===== src/rtl/pixel_frame_sequencer.sv =====
// Pixel frame sequencer: reads GRB pixels from a buffer and emits per-bit
// encoder commands (send 0 / send 1 / hold low) for a one-wire LED chain.
// Ports: clk_i-less legacy names kept: clk, rst_n, start, num_pixels[ADDR_W],
//   pix_addr[ADDR_W] (out), pix_data[24] (in, 1-clk read latency),
//   bit_code[2], bit_sync, busy, done (all registered outputs).
// Option: define PIXSEQ_BRIGHTNESS_EN to add brightness[7:0] channel scaling.
module pixel_frame_sequencer #(
  parameter int BIT_CYCLES   = 61,
  parameter int LATCH_CYCLES = 2600,
  parameter int ADDR_W       = 8
) (
  input  logic              clk,
  input  logic              rst_n,
  input  logic              start,
  input  logic [ADDR_W-1:0] num_pixels,
`ifdef PIXSEQ_BRIGHTNESS_EN
  input  logic [7:0]        brightness,
`endif
  output logic [ADDR_W-1:0] pix_addr,
  input  logic [23:0]       pix_data,
  output logic [1:0]        bit_code,
  output logic              bit_sync,
  output logic              busy,
  output logic              done
);

  localparam int BCW = (BIT_CYCLES > 1) ? $clog2(BIT_CYCLES) : 1;
  localparam int LCW = (LATCH_CYCLES > 1) ? $clog2(LATCH_CYCLES) : 1;

  localparam logic [BCW-1:0] BMAX = BCW'(BIT_CYCLES - 1);
  localparam logic [LCW-1:0] LMAX = LCW'(LATCH_CYCLES - 1);

  localparam logic [1:0] IDLE  = 2'd0;
  localparam logic [1:0] FETCH = 2'd1;
  localparam logic [1:0] SHIFT = 2'd2;
  localparam logic [1:0] LATCH = 2'd3;

  localparam logic [1:0] CODE_LOW = 2'b10;

  logic [1:0]        state_q, state_d;
  logic              fcnt_q, fcnt_d;
  logic [BCW-1:0]    bcnt_q, bcnt_d;
  logic [LCW-1:0]    lcnt_q, lcnt_d;
  logic [4:0]        bidx_q, bidx_d;
  logic [23:0]       sh_q, sh_d;
  logic [ADDR_W-1:0] num_q, num_d;
  logic [ADDR_W-1:0] cur_q, cur_d;
  logic [ADDR_W-1:0] addr_q, addr_d;
  logic [1:0]        code_q, code_d;
  logic              sync_q, sync_d;
  logic              busy_q, busy_d;
  logic              done_q, done_d;

`ifdef PIXSEQ_BRIGHTNESS_EN
  logic [7:0]        bri_q, bri_d;

  function automatic logic [7:0] scale(
    input logic [7:0] c,
    input logic [7:0] b
  );
    logic [16:0] p;
    p = {9'd0, c} * ({9'd0, b} + 17'd1);
    return p[15:8];
  endfunction
`endif

  logic [23:0] word_w;
  logic        last_w;
  logic [4:0]  bdec_w;

  always_comb begin
`ifdef PIXSEQ_BRIGHTNESS_EN
    word_w = {scale(pix_data[23:16], bri_q),
              scale(pix_data[15:8], bri_q),
              scale(pix_data[7:0], bri_q)};
`else
    word_w = pix_data;
`endif
  end

  assign last_w = (cur_q == num_q - ADDR_W'(1));
  assign bdec_w = bidx_q - 5'd1;

  always_comb begin
    state_d = state_q;
    fcnt_d  = fcnt_q;
    bcnt_d  = bcnt_q;
    lcnt_d  = lcnt_q;
    bidx_d  = bidx_q;
    sh_d    = sh_q;
    num_d   = num_q;
    cur_d   = cur_q;
    addr_d  = addr_q;
    code_d  = code_q;
    sync_d  = 1'b0;
    busy_d  = busy_q;
    done_d  = 1'b0;
`ifdef PIXSEQ_BRIGHTNESS_EN
    bri_d   = bri_q;
`endif
    unique case (1'b1)
      (state_q == IDLE): begin
        code_d = CODE_LOW;
        if (start) begin
          num_d  = num_pixels;
          busy_d = 1'b1;
          addr_d = '0;
          cur_d  = '0;
          fcnt_d = 1'b0;
          bcnt_d = '0;
          lcnt_d = '0;
`ifdef PIXSEQ_BRIGHTNESS_EN
          bri_d  = brightness;
`endif
          state_d = (num_pixels == '0) ? LATCH : FETCH;
        end
      end
      (state_q == FETCH): begin
        // first cycle presents address, second waits out read latency
        if (fcnt_q) begin
          state_d = SHIFT;
          sh_d    = word_w;
          bidx_d  = 5'd23;
          code_d  = {1'b0, word_w[23]};
          sync_d  = 1'b1;
          bcnt_d  = '0;
        end else begin
          fcnt_d = 1'b1;
        end
      end
      (state_q == SHIFT): begin
        if (bcnt_q == BMAX) begin
          bcnt_d = '0;
          if (bidx_q == 5'd0) begin
            if (last_w) begin
              state_d = LATCH;
              code_d  = CODE_LOW;
              lcnt_d  = '0;
            end else begin
              // next pixel was prefetched during bit 0
              cur_d  = cur_q + ADDR_W'(1);
              sh_d   = word_w;
              bidx_d = 5'd23;
              code_d = {1'b0, word_w[23]};
              sync_d = 1'b1;
            end
          end else begin
            bidx_d = bdec_w;
            code_d = {1'b0, sh_q[bdec_w]};
            sync_d = 1'b1;
            // entering bit 0: present the next pixel address
            if (bidx_q == 5'd1 && !last_w) begin
              addr_d = addr_q + ADDR_W'(1);
            end
          end
        end else begin
          bcnt_d = bcnt_q + BCW'(1);
        end
      end
      (state_q == LATCH): begin
        code_d = CODE_LOW;
        if (lcnt_q == LMAX) begin
          state_d = IDLE;
          busy_d  = 1'b0;
          done_d  = 1'b1;
        end else begin
          lcnt_d = lcnt_q + LCW'(1);
        end
      end
      default: begin
        state_d = IDLE;
        code_d  = CODE_LOW;
        busy_d  = 1'b0;
      end
    endcase
  end

  always_ff @(posedge clk or negedge rst_n) begin
    if (!rst_n) begin
      state_q <= IDLE;
      fcnt_q  <= 1'b0;
      bcnt_q  <= '0;
      lcnt_q  <= '0;
      bidx_q  <= '0;
      sh_q    <= '0;
      num_q   <= '0;
      cur_q   <= '0;
      addr_q  <= '0;
      code_q  <= CODE_LOW;
      sync_q  <= 1'b0;
      busy_q  <= 1'b0;
      done_q  <= 1'b0;
`ifdef PIXSEQ_BRIGHTNESS_EN
      bri_q   <= '0;
`endif
    end else begin
      state_q <= state_d;
      fcnt_q  <= fcnt_d;
      bcnt_q  <= bcnt_d;
      lcnt_q  <= lcnt_d;
      bidx_q  <= bidx_d;
      sh_q    <= sh_d;
      num_q   <= num_d;
      cur_q   <= cur_d;
      addr_q  <= addr_d;
      code_q  <= code_d;
      sync_q  <= sync_d;
      busy_q  <= busy_d;
      done_q  <= done_d;
`ifdef PIXSEQ_BRIGHTNESS_EN
      bri_q   <= bri_d;
`endif
    end
  end

  assign pix_addr = addr_q;
  assign bit_code = code_q;
  assign bit_sync = sync_q;
  assign busy     = busy_q;
  assign done     = done_q;

endmodule


===== config.mk =====
export PLATFORM = sky130hd
export DESIGN_NAME = pixel_frame_sequencer
export DESIGN_NICKNAME = d
export VERILOG_FILES = /design/src/rtl/pixel_frame_sequencer.sv
export SDC_FILE = /design/constraint.sdc
export NUM_CORES = 1
export LEC_CHECK = 0
export CAP_MARGIN = 15
export CORE_MARGIN = 2
export CORE_UTILIZATION = 39
export CTS_CLUSTER_DIAMETER = 100
export DETAILED_ROUTE_END_ITERATION = 12
export PLACE_DENSITY_LB_ADDON = 0.2
export SETUP_SLACK_MARGIN = 0.2
export SYNTH_ARGS = -nofsm -noshare
export SYNTH_HDL_FRONTEND = slang
export SYNTH_SLANG_ARGS = --single-unit

===== constraint.sdc =====
create_clock -name clk -period 3.1 [get_ports clk]
set_input_delay 0.31 -clock clk [delete_from_list [all_inputs] [get_ports clk]]
set_output_delay 0.31 -clock clk [all_outputs]
set_load 0.05 [all_outputs]

======== Yosys cells after proc, flatten, opt, wreduce, memory -nomap -nowiden ========
Cells that the tools add are included.
storage, ports and cells
  bits of input ports ..................... 35
  output and inout port bits .............. 13
  register bits ........................... 79
  logic and storage cells ................. 117
cells by class
  mux-type cells .......................... 56
  eq/ne operators ......................... 18
  bitwise gates (word level) .............. 1
  magnitude comparators ................... 1
  reduce and logical (&&, ||, !) cells .... 22
  add/subtract/negate cells ............... 6
operators by type and width
  kind                                              count
  two-way mux 24 bit                                4
  two-way mux 12 bit                                5
  two-way mux 8 bit                                 7
  case mux 24 bit (2 select lines)                  1
  case mux 12 bit (3 select lines)                  1
  case mux 8 bit (2 select lines)                   2
  two-way mux 2 bit                                 11
  two-way mux 5 bit                                 4
  two-way mux 6 bit                                 3
  case mux 6 bit (3 select lines)                   1
  adder 8 x 1 -> 8 bit, second input constant       2
  AND reduction 5 bit                               3
  adder 12 x 1 -> 12 bit, second input constant     1
  equality test 12 bit, second input constant       1
  != test 2 bit, second input constant              6
  AND reduction 6 bit                               2
  two-way mux 1 bit                                 10
  case mux 5 bit (2 select lines)                   1
  equality test 8 bit                               1
  zero test 8 bit                                   1
  != test 2 x 1 -> 1 bit, second input constant     4
  case mux 2 bit (4 select lines)                   1
  subtractor 8 x 1 -> 8 bit, second input constant  1
  adder 6 x 1 -> 6 bit, second input constant       1
  other kinds (22)                                  30

======== Logic depth before layout (Yosys ltp) ========
  depth in word-level cells ............... 8
  gate-level depth with buffers ........... 11
  gate-level depth less buffers ........... 9

======== Worst setup path before layout ========
No wires, ideal clock.
  kind .................................... register to register
  start point ............................. register bidx_q[0]
  end point ............................... register cur_q[6]
  clock period less this slack ............ 2.570 ns
  required time ........................... 2.980 ns
  arrival time ............................ 2.451 ns
  path slack .............................. 0.530 ns
  stages on the path, launching flop included .. 10
  library setup time ...................... 0.120 ns
  buffers on the path ..................... 1
  cells stage by stage .................... dfrtp_1 > buf_1 > inv_1 > ha_1 > or4b_1 > nand2_1 > nand3_1 > a2111oi_4 > a21oi_1 > a31o_1
on the way
  word-level cells in the longest chain between the ends .. 3
RTL lines
  what                              RTL line  RTL
  from (decl)                       44        logic [4:0] bidx_q, bidx_d;
  from (signal assigned)            201       bidx_q <= bidx_d;
  zero test 5 bit                   134       if (bidx_q == 5'd0) begin
  != test 2 x 1 -> 1 bit (no line)  --
  AND reduction 5 bit (no line)     --
  to (signal assigned)              204       cur_q <= cur_d;
  to (decl)                         47        logic [ADDR_W-1:0] cur_q, cur_d;
Every way passes these cells.
A chain may end at the register's enable or synchronous reset.

======== Worst setup path in the final report ========
  start point ............................. register bidx_q[1]
  end point ............................... register cur_q[6]
The elaborated chain is that of the path after synthesis.

==> results.toml <==
[outcome]
status = "finished, final reports clean"

[sta]
whs_ns = 0.1333
rsz0062_at_grt = "false"
finalSetupViolCount = 0
hold_viol = 0
setup_tns_ns = 0
max_slew_margin_pct = 32.68
finalClockSkew_ns = 0.007050
period_minus_slack_ns = 2.634
fin_crit_sh_pct = 84.96
worstMarginPinSlew_ns = 1.010
maxSlewViolCount = 0
max_freq_mhz = 379.7

[worst_setup_path]
cp_max_fo = 6
cp-end-kind = "flop"
slowest_stage = "or4b_1"
path_delay_family = "simple AND/OR/NAND/NOR gates"
worstPathRequired_ns = 3.33
worstSetupPathType = "flop to flop"
start_kind = "flop"
slowest_delay_ns = 0.55
r2r_slack_ns = 0.47
crit_chain = "inv_1 -> ha_1 -> or4b_1 -> nand2_1 -> nand3_1 -> a2111oi_4 -> a21oi_1 -> a31o_1"
arrival_ns = 2.86
worst-path-buf-inv = 1

[placement]
hpwl_um = 7174
gp_congestion = 0.8310
port-buffer-count = 47

[cts]
cts_resized = 0
cts_tree = "yes"
clockRootBuffer = "clkbuf_16"
cts_buffers = 9
cts_max_path_buffers = 2
cts_num_sinks = 79
cts_setup_buffers = 0
clk_latency_ns = 0.34
htreeDepth = 3
ctsHoldBuffers = 0
path_clk_slew_ns = 0.06

[cells_and_area]
insertedDiodeCount = 0
nets = 544
area_growth_pct = 20.02
mostFrequentLayoutCells = "78 x dfrtp_1, 46 x clkdlybuf4s50_1, 34 x nand2_1, 34 x o21ai_0, 32 x nor2_1"
final_common_cell = "dfrtp_1"
layout-drive-gt1-share_pct = 14.97

[drt]
firstDrtPassIters = 5
drt-initial-drc-count = 204
viasPerCell = 5.539
avgRoutedWirePerCell_um = 15.78
postRouteWirelength_um = 10170
drc_errors = 0
drtAntennaViolNets = 0
dr_total_vias = 3567

[power_and_ir_drop]
pwr-share-comb_pct = 48.0
p_leak_nw = 2.345
p_sw_share_pct = 38.97
power.net_switching_mw = 2.026
ir_drop_uv = 500.7
clkPwrFrac_pct = 20.3
power_frac_seq_pct = 31.7
p_int_mw = 3.173
p_per_area_mw_per_mm2 = 937.6

[grt]
gr-total-overflow = 0
grt_pass1_wl_um = 17350
grt_pass1_vias = 3637
grt_max_degree = 80
grt_usage_pct = 16.75
antenna_found_initial = 0

[logic_synthesis]
ys_ff_latch = 79
avgSynthCellArea_um2 = 10.24
synth_edf_count = 0
synth-seq-area-share_pct = 42.82
synthFlopType = "dfrtp_1"
synth_area_mm2 = 0.004619
ys_types = 60
ys_async_sr_fraction_pct = 100.0
syn_inst = 451
yosysWarnings = 0
synth_nets = 498

[floorplanning]
coreArea_mm2 = 0.01147
row_count = 39
die_h_um = 112.8
die_width_um = 112.8
die-area_mm2 = 0.01273
ios = 48
initial_utilization_pct = 40.28

[flow_run]
maxCapViolCount = 0

[worst_hold_path]
hold_class = "primary input to async pin"
==> synthesized netlist by cell type, types with 6 or more instances <==
master    number  area share, %
a21oi_1       18            2.0
and3_1         9            1.2
clkbuf_1      12           0.98
dfrtp_1       78             42
ha_1          12            3.3
inv_1         19            1.5
mux2_2        10            2.4
mux2_4        20            6.5
mux4_2         6            2.9
nand2_1       35            2.8
nand2b_1       7           0.95
nand3_1       14            1.5
nand4_1       20            2.7
nor2_1        32            2.6
nor2b_1       15            2.0
nor3_1         7           0.76
o21ai_0       34            3.7
o31ai_1       12            2.0
xnor2_1        7            1.3
==> registers in the layout, summed over array words and instances (netlist names), 5 cells and up <==
register	count
bcnt_q	6
sh_q	24
bidx_q	5
pix_addr	8
lcnt_q	12
num_q	8
cur_q	8
==> layout make-up <==
class	count	area, um2
flip-flops and latches	79	1978
repair buffers	55	540.5
inverters	19	71.32
multi-input cells	333	2477
fillers	1042	5923
clock inverters	4	45.04
clock buffers	11	252.7
well taps	143	178.9
==> per-layer routing <==
layer  vias up  GRT usage (%)  part of all wire, %
met3         4          4.392                  4.6
met1      1741          22.82                   49
met5         -              0                    0
li1       1743              -                    -
met4         0          5.772                 0.81
met2        79          25.99                   46
==> path summary, 6_finish.rpt <==
kind	startpoint	to	cells past startpoint
worst max register to register	bidx_q[1]	cur_q[6]	8
worst max-delay path	bidx_q[1]	cur_q[6]	8
worst min register to register	sh_q[23]	sh_q[23]	1
min in group clk	sh_q[23]	sh_q[23]	1
max in group asynchronous	rst_n	num_q[4]	1
worst min-delay path	rst_n	lcnt_q[8]	1
==> kinds of logic (layout without fill, tap and decap cells) <==
kind of cell,count (synthesis),count (layout),synth area share (%)
multiplexers,45,45,13.95
buffers and inverters,39,89,3.738
adder cells (fa/ha/maj),12,12,3.250
XOR/XNOR,12,12,2.438
AO/OA/AOI/OAI,100,100,14.49
flip-flops,79,79,42.82
AND/OR/NAND/NOR,164,164,19.31
==> power groups by stage <==
stage | clock, mW | sequential, mW | combinational [mW]
after floorplan | 0 | 1.68 | 1.83
after detailed placement | 0 | 1.66 | 2.49
after global placement | 0 | 1.64 | 2.46
final | 1.06 | 1.65 | 2.50
after global routing | 1.13 | 1.69 | 2.75
after CTS | 1.10 | 1.65 | 2.51
==> metrics by stage <==
stage | worst slack, ns | instance area, um2 | util, % | std cells | power, mW
after floorplan | 0.5296 | 4619 | - | 451 | 3.510
after global placement | 0.5036 | 5238 | 45.67 | 629 | 4.097
after detailed placement | 0.4516 | 5238 | 45.67 | 629 | 4.148
after CTS | 0.4104 | 5535 | 48.27 | 644 | 5.254
after global routing | 0.2403 | 5544 | 48.35 | 644 | 5.572
final | 0.4662 | 5544 | 48.35 | 644 | 5.198
No activity file was read; power rests on OpenSTA's default activity.
